--- config.mk ---
export PLATFORM = sky130hd
export DESIGN_NAME = spi_bus_arbiter
export DESIGN_NICKNAME = d
export VERILOG_FILES = /design/src/rtl/spi_bus_arbiter.sv
export SDC_FILE = /design/constraint.sdc
export NUM_CORES = 1
export LEC_CHECK = 0
export CORE_ASPECT_RATIO = 0.7
export CORE_MARGIN = 4
export CORE_UTILIZATION = 47
export DETAILED_ROUTE_END_ITERATION = 10
export GPL_TIMING_DRIVEN = 0
export PLACE_DENSITY = 0.84
export SKIP_LAST_GASP = 1
export SLEW_MARGIN = 0
export SYNTH_ARGS = -nofsm -noshare
export SYNTH_HDL_FRONTEND = slang
export SYNTH_SLANG_ARGS = --single-unit
--- constraint.sdc ---
create_clock -name clk -period 2.4 [get_ports clk]
set_input_delay 0.48 -clock clk [delete_from_list [all_inputs] [get_ports clk]]
set_output_delay 0.48 -clock clk [all_outputs]
set_load 0.03 [all_outputs]
--- src/rtl/spi_bus_arbiter.sv ---
// Round-robin arbiter sharing one byte-wide SPI transaction engine between two clients.
// Optional BUSY watchdog enabled by defining SPI_ARB_TIMEOUT_EN.
module spi_bus_arbiter #(
  parameter int GAP_CYCLES     = 1000,
  parameter int TIMEOUT_CYCLES = 65535
) (
  input  logic       clk,
  input  logic       reset,
  input  logic [1:0] req,
  input  logic [7:0] addr0,
  input  logic [7:0] addr1,
  input  logic [7:0] wdata0,
  input  logic [7:0] wdata1,
  input  logic       read0,
  input  logic       read1,
  output logic [1:0] grant,
  output logic [1:0] cli_done,
  output logic [7:0] cli_rdata,
  output logic       cli_err,
  output logic       eng_enable,
  output logic [7:0] eng_addr,
  output logic [7:0] eng_wdata,
  output logic       eng_read,
  input  logic       eng_done,
  input  logic [7:0] eng_rdata,
  output logic [1:0] dbg_state
);

  // Handshake: a client raises req[i] with a stable command and holds both until
  // cli_done[i] pulses; the arbiter only samples req in IDLE, so a dropped req
  // after the grant still completes and re-requests are seen after the idle gap.

  typedef enum logic [1:0] {
    IDLE  = 2'd0,
    ISSUE = 2'd1,
    BUSY  = 2'd2,
    GAP   = 2'd3
  } state_t;

  localparam int GW = (GAP_CYCLES > 1) ? $clog2(GAP_CYCLES) : 1;
  localparam logic [GW-1:0] GAP_LAST = GW'(GAP_CYCLES - 1);

  if (GAP_CYCLES < 1 || TIMEOUT_CYCLES < 1) begin : g_param_chk
    $error("spi_bus_arbiter: GAP_CYCLES and TIMEOUT_CYCLES must be >= 1");
  end

  state_t        state;
  logic          last;
  logic          done_q;
  logic [GW-1:0] gap_cnt;
  logic          done_rise;
  logic          win;

  assign done_rise = eng_done & ~done_q;
  assign dbg_state = state;

  // Winner index: a lone requester wins; a tie goes to the client that was not last.
  always_comb begin
    win = 1'b0;
    if (req == 2'b10) win = 1'b1;
    else if (req == 2'b11) win = ~last;
  end

`ifdef SPI_ARB_TIMEOUT_EN
  localparam int TW = (TIMEOUT_CYCLES > 1) ? $clog2(TIMEOUT_CYCLES) : 1;
  localparam logic [TW-1:0] TMO_LAST = TW'(TIMEOUT_CYCLES - 1);
  logic [TW-1:0] busy_cnt;
`else
  assign cli_err = 1'b0;
`endif

  always_ff @(posedge clk) begin
    if (reset) begin
      state      <= IDLE;
      last       <= 1'b1;
      done_q     <= 1'b0;
      gap_cnt    <= '0;
      grant      <= 2'b00;
      cli_done   <= 2'b00;
      cli_rdata  <= 8'h00;
      eng_enable <= 1'b0;
      eng_addr   <= 8'h00;
      eng_wdata  <= 8'h00;
      eng_read   <= 1'b0;
`ifdef SPI_ARB_TIMEOUT_EN
      cli_err    <= 1'b0;
      busy_cnt   <= '0;
`endif
    end else begin
      done_q     <= eng_done;
      eng_enable <= 1'b0;
      cli_done   <= 2'b00;
`ifdef SPI_ARB_TIMEOUT_EN
      cli_err    <= 1'b0;
`endif
      case (state)
        IDLE: begin
          if (req != 2'b00) begin
            last       <= win;
            grant      <= win ? 2'b10 : 2'b01;
            eng_addr   <= win ? addr1 : addr0;
            eng_wdata  <= win ? wdata1 : wdata0;
            eng_read   <= win ? read1 : read0;
            eng_enable <= 1'b1;
            state      <= ISSUE;
          end
        end
        ISSUE: begin
          state <= BUSY;
`ifdef SPI_ARB_TIMEOUT_EN
          busy_cnt <= '0;
`endif
        end
        BUSY: begin
          // Only a fresh low-to-high edge completes; a done level left high is ignored.
          if (done_rise) begin
            cli_rdata <= eng_rdata;
            cli_done  <= grant;
            grant     <= 2'b00;
            gap_cnt   <= '0;
            state     <= GAP;
          end
`ifdef SPI_ARB_TIMEOUT_EN
          else if (busy_cnt == TMO_LAST) begin
            cli_rdata <= 8'hFF;
            cli_done  <= grant;
            cli_err   <= 1'b1;
            grant     <= 2'b00;
            gap_cnt   <= '0;
            state     <= GAP;
          end else begin
            busy_cnt <= busy_cnt + 1'b1;
          end
`endif
        end
        GAP: begin
          if (gap_cnt == GAP_LAST) state <= IDLE;
          else gap_cnt <= gap_cnt + 1'b1;
        end
        default: state <= IDLE;
      endcase
    end
  end

endmodule
* Word level (Yosys, flattened, before mapping)
Index checks and enable logic that the tools add are counted.
Storage, ports and cells: input bits 47, register bits after elaboration 44, word-level logic and storage cells 56
Cells by class: equal/unequal tests 10, reductions and logical operators 11, bitwise gates (word level) 6, multiplexer cells 17, $add $sub $neg 1
Operators by type and width (count):
- 10-bit two-way mux | 2
- 10-bit one-hot mux with 2 select lines | 1
- 8-bit two-way mux | 2
- 2-bit two-way mux | 6
- 10-bit by 1-bit adder with 10-bit output, second input constant | 1
- 10-bit == test, second input constant | 1
- 3-bit AND reduction | 3
- 2-bit == test, second input constant | 4
- 2-bit inequality test, second input constant | 4
- 2-bit one-hot mux with 4 select lines | 1
- 2-bit nonzero test | 3
- 1-bit NOT | 5
- 1-bit two-way mux | 4
- 2-bit one-hot mux with 2 select lines | 1
- 2-bit AND reduction | 2
- 3-bit OR reduction | 1
- 2-bit by 1-bit == test with 1-bit output, second input constant | 1
- 2-bit zero test | 1
- 2-bit OR reduction | 1
- 1-bit bitwise AND | 1

* Longest topological paths before layout
word-level depth 6, depth in mapped cells 8

* Worst setup path before layout
No wires, ideal clock.
path kind register to register, start register state[0] (netlist: dbg_state[0]), end register gap_cnt[4], path buffers 2, stages on the path, launching flop included 9, required time 2.283 ns, data arrival time 1.781 ns, setup slack 0.501 ns, period minus slack after synthesis 1.899 ns, cells stage by stage dfxtp_1 > inv_1 > ha_1 > buf_4 > nand3b_2 > o21a_1 > clkbuf_1 > nor3_1 > a32o_1
On the way: longest elaborated chain between the ends 3
Ends and longest elaborated chain:
- from (decl) | line 47 | state_t state;
- from (signal assigned) | line 74 | state <= IDLE;
- from (signal assigned) | line 105 | state <= ISSUE;
- from (signal assigned) | line 109 | state <= BUSY;
- 2-bit == test | line 96 | case (state)
- 2-bit inequality test (no source line) or 2-bit nonzero test (tied branches)
- 3-bit AND reduction (no source line)
- to (signal assigned) | line 138 | else gap_cnt <= gap_cnt + 1'b1;
- to (decl) | line 50 | logic [GW-1:0] gap_cnt;
Parallel ways exist; a longest one is shown, timed or not. A chain may end at the register's enable or synchronous reset.

* Final worst setup path
start register state[1] (netlist: dbg_state[1]), end register gap_cnt[4]
Same word-level chain as after synthesis.

==> impl_metrics.py <==
metrics = {
    "worst_setup_path": {
        "start_kind": "register",
        "cp_max_fo": 9,
        "cp.required_ns": 2.59,
        "path_cells": "ha_1 -> buf_4 -> inv_1 -> nor4_2 -> nor3_1 -> a32o_1",
        "endpoint_kind": "register",
        "slowest_stage": "nor4_2",
        "critPathKind": "reg2reg",
        "critPathMaxStageDelay_ns": 0.65,
        "worstPathArrival_ns": 2.20,
    },
    "sta": {
        "tightest_slew_ns": 0.669,
        "final.setup.tns_ns": 0,
        "finalHoldViolations": 0,
        "fin_crit_sh": 0.838,
        "worst_slack_ns": 0.389,
        "period_needed_ns": 2.01,
        "finalSetupViolations": 0,
        "slew_headroom": 0.550,
        "fin_worst_skew_ns": 0.00502,
        "maxSlewViolCount": 0,
        "max_freq_mhz": 497,
        "rsz0062_at_grt": "false",
        "whs_ns": 0.495,
    },
    "power_and_ir_drop": {
        "power.switching_w": 0.00108,
        "power_density_nw_per_um2": 918,
        "pwr-share-comb": 0.487,
        "p_clk_frac": 0.160,
        "swShare": 0.396,
        "cellLeakagePower_nw": 1.14,
        "internal_power_w": 0.00165,
        "ir_worst_vdd_v": 0.000690,
        "p_seq_frac": 0.353,
    },
    "drt": {
        "drtIter0Drc": 70,
        "route.antenna.remaining_nets": 0,
        "drc_errors": 0,
        "via_per_inst": 5.36,
        "vias": 1918,
        "drt_first_pass_iters": 4,
        "routedWlPerCell_um": 14.3,
        "wl_um": 5140,
    },
    "layout": {
        "stdcell_area_um2": 2970,
        "diodes": 0,
        "final_util": 0.730,
        "n_fill_cell": 331,
        "area_delta_synth_final_pct": 44.5,
        "drive_above_1_share": 0.0523,
        "fin_nets": 358,
    },
    "floorplanning": {
        "core_um2": 4070,
        "boundaryPins": 80,
        "dieArea_um2": 5510,
        "start_util": 0.505,
        "die_y_um": 63.3,
        "die_width_um": 87.0,
        "rows": 19,
    },
    "clocking": {
        "cts_tree": "done",
        "cts_resized": 0,
        "post_cts_buffers": 0,
        "ctsHoldBuffers": 0,
        "cts_made_buffers": 5,
        "htree_levels": 2,
        "clkSinkCount": 44,
        "clk_pin_slew_ns": 0.08,
        "clock_path_buffers": 2,
        "clkLatencyLatePin_ns": 0.30,
        "cts-root-buf": "clkbuf_8",
    },
    "placement": {
        "post_dp_cell_area_um2": 2890,
        "gp_congestion": 0.887,
        "port_buffers": 77,
        "dp_hpwl_um": 3960,
        "pre_cts_ws_ns": 0.151,
    },
    "grt": {
        "grt_pass1_vias": 1801,
        "grt_overflow_total": 0,
        "grt_max_degree": 13,
        "grt.total_usage": 0.190,
        "grt_pass1_wl_um": 8390,
        "antenna_found_initial": 0,
    },
    "logic_synthesis": {
        "synthSimpleGateAreaFrac": 0.178,
        "yosys.cell_types.count": 44,
        "netlist_area_um2": 2050,
        "synthCells": 222,
        "synth_mux_area_frac": 0.122,
        "ys_warn_count": 0,
        "synth_compound_area_frac": 0.191,
        "synthFlopType": "dfxtp_1",
        "synth_fa_ha_area_frac": 0.0305,
        "synth_edf_count": 0,
        "async_flop_share": 0,
        "synth-xor-area-share": 0,
        "yosys_register_bits": 44,
        "postSynthAreaPerCell_um2": 9.25,
        "syn-num-nets": 274,
        "synth_top_family_by_area": "compound AO/OA/AOI/OAI gates",
        "seq_area_frac_synth": 0.429,
    },
    "run_status": {
        "status": "completed",
    },
    "job": {
        "timing.max_cap.violations": 0,
    },
    "worst_hold_path": {
        "hp-class": "reg2reg",
    },
}
## power groups by stage
stage               logic (W)  clock network [W]  registers, W
finish                0.00133           0.000435      0.000962
global placement      0.00131                  0      0.000973
global route          0.00144           0.000483      0.000986
floorplan            0.000574                  0       0.00124
CTS                   0.00133           0.000448      0.000963
detailed placement    0.00133                  0      0.000979
## Yosys cell counts, types with 3 or more instances
| master | number | area share |
|---|---|---|
| dfxtp_1 | 44 | 0.43 |
| nor2_1 | 31 | 0.057 |
| mux2i_1 | 25 | 0.12 |
| a211oi_1 | 17 | 0.062 |
| a21oi_1 | 13 | 0.032 |
| o21ai_0 | 10 | 0.024 |
| clkbuf_1 | 9 | 0.016 |
| nand2_1 | 6 | 0.011 |
| nor3_1 | 6 | 0.015 |
| ha_1 | 5 | 0.030 |
| buf_4 | 4 | 0.015 |
| inv_1 | 4 | 0.0073 |
| nand3b_1 | 4 | 0.015 |
| a211o_1 | 3 | 0.013 |
| nand3_1 | 3 | 0.0073 |
| nor3b_1 | 3 | 0.011 |
| o21a_1 | 3 | 0.011 |
| o31a_1 | 3 | 0.013 |
## worst paths after layout
kind | from | to | slack (ns) | cells past startpoint
setup / recovery | dbg_state[1] | gap_cnt[4] | 0.39 | 6
hold reg to reg | cli_rdata[0] | cli_rdata[0] | 0.50 | 2
setup reg to reg | dbg_state[1] | gap_cnt[4] | 0.39 | 6
hold / removal | cli_rdata[0] | cli_rdata[0] | 0.50 | 2
## flip-flops by register name, indices dropped and copies added, names as in the netlist
signal and count:
grant 2, eng_addr 8, eng_enable 1, cli_rdata 8, gap_cnt 10, dbg_state 2
cli_done 2, done_q 1, last 1, eng_wdata 8, eng_read 1
## final cells by class
type	instances	area (um^2)	share of cell area
multi-input cells	158	1070	0.362
plain buffers	16	83.8	0.0282
inverters	4	15.0	0.00506
repair buffers	77	771	0.260
well taps	52	65.1	0.0219
clock buffers	6	72.6	0.0245
flip-flops and latches	44	881	0.297
clock inverters	1	5.00	0.00169
## placed cells by master (no fill, tap or decap), types with 2 or more instances in the layout
cell type	instances
clkdlybuf4s50_1	77
dfxtp_1	44
nor2_1	31
mux2i_1	25
a211oi_1	17
a21oi_1	13
clkbuf_1	10
o21ai_0	10
nand2_1	6
nor3_1	6
ha_1	5
clkbuf_8	5
inv_1	4
buf_4	4
nand3b_1	4
nor3b_1	3
a211o_1	3
o21a_1	3
o31a_1	3
nand3_1	3
nand4_1	2
o31ai_1	2
a32o_1	2
## metrics by stage
step                      power [W]  cells
after global placement      0.00228    351
after global routing        0.00290    358
final                       0.00272    358
after CTS                   0.00274    358
after floorplan             0.00182    222
after detailed placement    0.00231    351
## critical path, delay by kind of cell (launching register included)
kind	cells	cell delay, ns
buf+inv	2	0.29
simple gates	2	0.78
fa+ha+maj	1	0.18
compound gates	1	0.24
flops	1	0.41
## layer usage
metal / wire length [um] / track usage / vias up
met5: 0 / 0 / -
met4: 78 / 0.0700 / 0
met3: 489 / 0.0599 / 9
met2: 2190 / 0.284 / 76
met1: 2380 / 0.253 / 855
li1: - / - / 978
## cell families after synthesis
family          after synthesis
flops                        44
mux                          25
other cells                   1
simple gates                 69
fa+ha+maj                     5
buf+inv                      20
compound gates               58
(Power assumes the default switching activity.)
==> RTL change (same flow settings) <==
Set the parameter `GAP_CYCLES` to 500 (it was 1000).
--- a/src/rtl/spi_bus_arbiter.sv
+++ b/src/rtl/spi_bus_arbiter.sv
@@ -3,3 +3,3 @@
 module spi_bus_arbiter #(
-  parameter int GAP_CYCLES     = 1000,
+  parameter int GAP_CYCLES     = 500,
   parameter int TIMEOUT_CYCLES = 65535
Check against the original RTL: same outputs for any inputs over 10 cycles, from zero or initial values and one cycle with reset high; that may be too few to reach the edited logic, so the function may still have changed.
==> RTL change against the original RTL <==
- cell area is 0.72% lower
- routed wire length increased by 4.8%
- clock skew increased by 4.3 ps
- synthesized area is 3.2% lower
- sequential cell count down 1
- critical path depth shrank 5
- setup slack better by 100 ps
- total power up 0.19%
- non-clock buffer count shrank 1
- via count fell by 1.4%
==> RTL change: results (changes against the original RTL) <==
| Metric | Value |
|---|---|
| Status | `completed` |
| Post-synth top cells | `43 x dfxtp_1, 24 x nor2_1, 21 x mux2i_1` |
| Fraction of the yosys area taken by sequential cells | `0.433 (+0.00423)` |
| Worst vdd ir | `0.000664 V (-3.7%)` |
| Post-Route M1 WL | `2500 um (+4.9%)` |
| Clock network area share | `0.0382 (+0.0121)` |
| Pin count of the biggest net entering global routing | `15 (+2)` |
| Yosys cell types | `38 (-14%)` |
| Area occupied by multi-input gates | `1010 um^2 (-5.6%)` |
| Clock Skew | `9.36 ps (+4.35 ps)` |
| Vias in the first global route | `1747 (-3.0%)` |
| Hpwl dp | `4130 um (+4.2%)` |
| Overall Global Routing Usage | `0.201 (+0.0113)` |
| Final Core Density | `0.738 (+0.00771)` |
| M2 GR Usage | `0.321 (+0.0366)` |
| Worst-Margin Slew | `552 ps (-117 ps)` |
| Routed met3 length | `360 um (-26%)` |
| Vias per cell | `5.27 (-1.6%)` |
| Met3 GRT Util | `0.0487 (-0.0111)` |
| Total Wirelength | `5380 um (+4.8%)` |
| Multi-input logic cell count | `157 (-0.63%)` |
| Fillers | `298 (-10%)` |
| Gpl congestion | `0.849 (-4.3%)` |
| CP max stage cell | `clkdlybuf4s50_1` |
| Pre-CTS setup slack | `349 ps (+198 ps)` |
| Synth top area cells | `dfxtp_1 43%, mux2i_1 11%, a211oi_1 6.8%` |
| Largest stage delay, worst path | `720 ps (+70 ps)` |
| Clock Sinks | `43 (-2.3%)` |
| Post-Synth Adder-Cell Area | `0.0315 (+0.00102)` |
| Area occupied by registers | `861 um^2 (-2.3%)` |
| Layout cells sized above 1 | `0.0619 (+0.00960)` |
| 1st-iter DRT viols | `125 (+79%)` |
| Critical Path AT | `1430 ps (-770 ps)` |
| First-pass GRT wire length | `8650 um (+3.0%)` |
| Synth Area per Inst | `9.00 um^2 (-2.8%)` |
| DR vias | `1892 (-1.4%)` |
| Inverters | `7 (+3)` |
| Leakage Power | `1.10 nW (-3.7%)` |
| DP Area | `2830 um^2 (-1.9%)` |
| Critical-path maximum fanout | `5 (-4)` |
| Syn nets | `273 (-0.36%)` |
| Compound-Gate Fraction of Synth Area | `0.189 (-0.00119)` |
## RTL change: cell count changes after synthesis, moves of 4 or more
cell and change:
a31oi_1 +7, buf_2 +4, mux2i_1 -4, nand2_1 +10
nand2b_1 +5, nand3_1 +8, nand3b_1 -4, nor2_1 -7
nor3_1 -4, o21ai_0 -4
## RTL change: worst paths after layout
| kind | startpoint | slack (ps) | end |
|---|---|---|---|
| hold / removal | cli_rdata[1] | 460 | cli_rdata[1] |
| hold reg to reg | cli_rdata[1] | 460 | cli_rdata[1] |
| setup reg to reg | dbg_state[0] | 690 | grant[0] |
| setup / recovery | dbg_state[1] | 490 | dbg_state[1] |
## RTL change: where the power goes
group | switching [mW] | total (mW) | internal [mW] | leakage (nW)
clock | 0.251 | 0.560 | 0.310 | 0.0581
combinational | 0.715 | 1.23 | 0.519 | 0.689
sequential | 0.0830 | 0.936 | 0.853 | 0.353
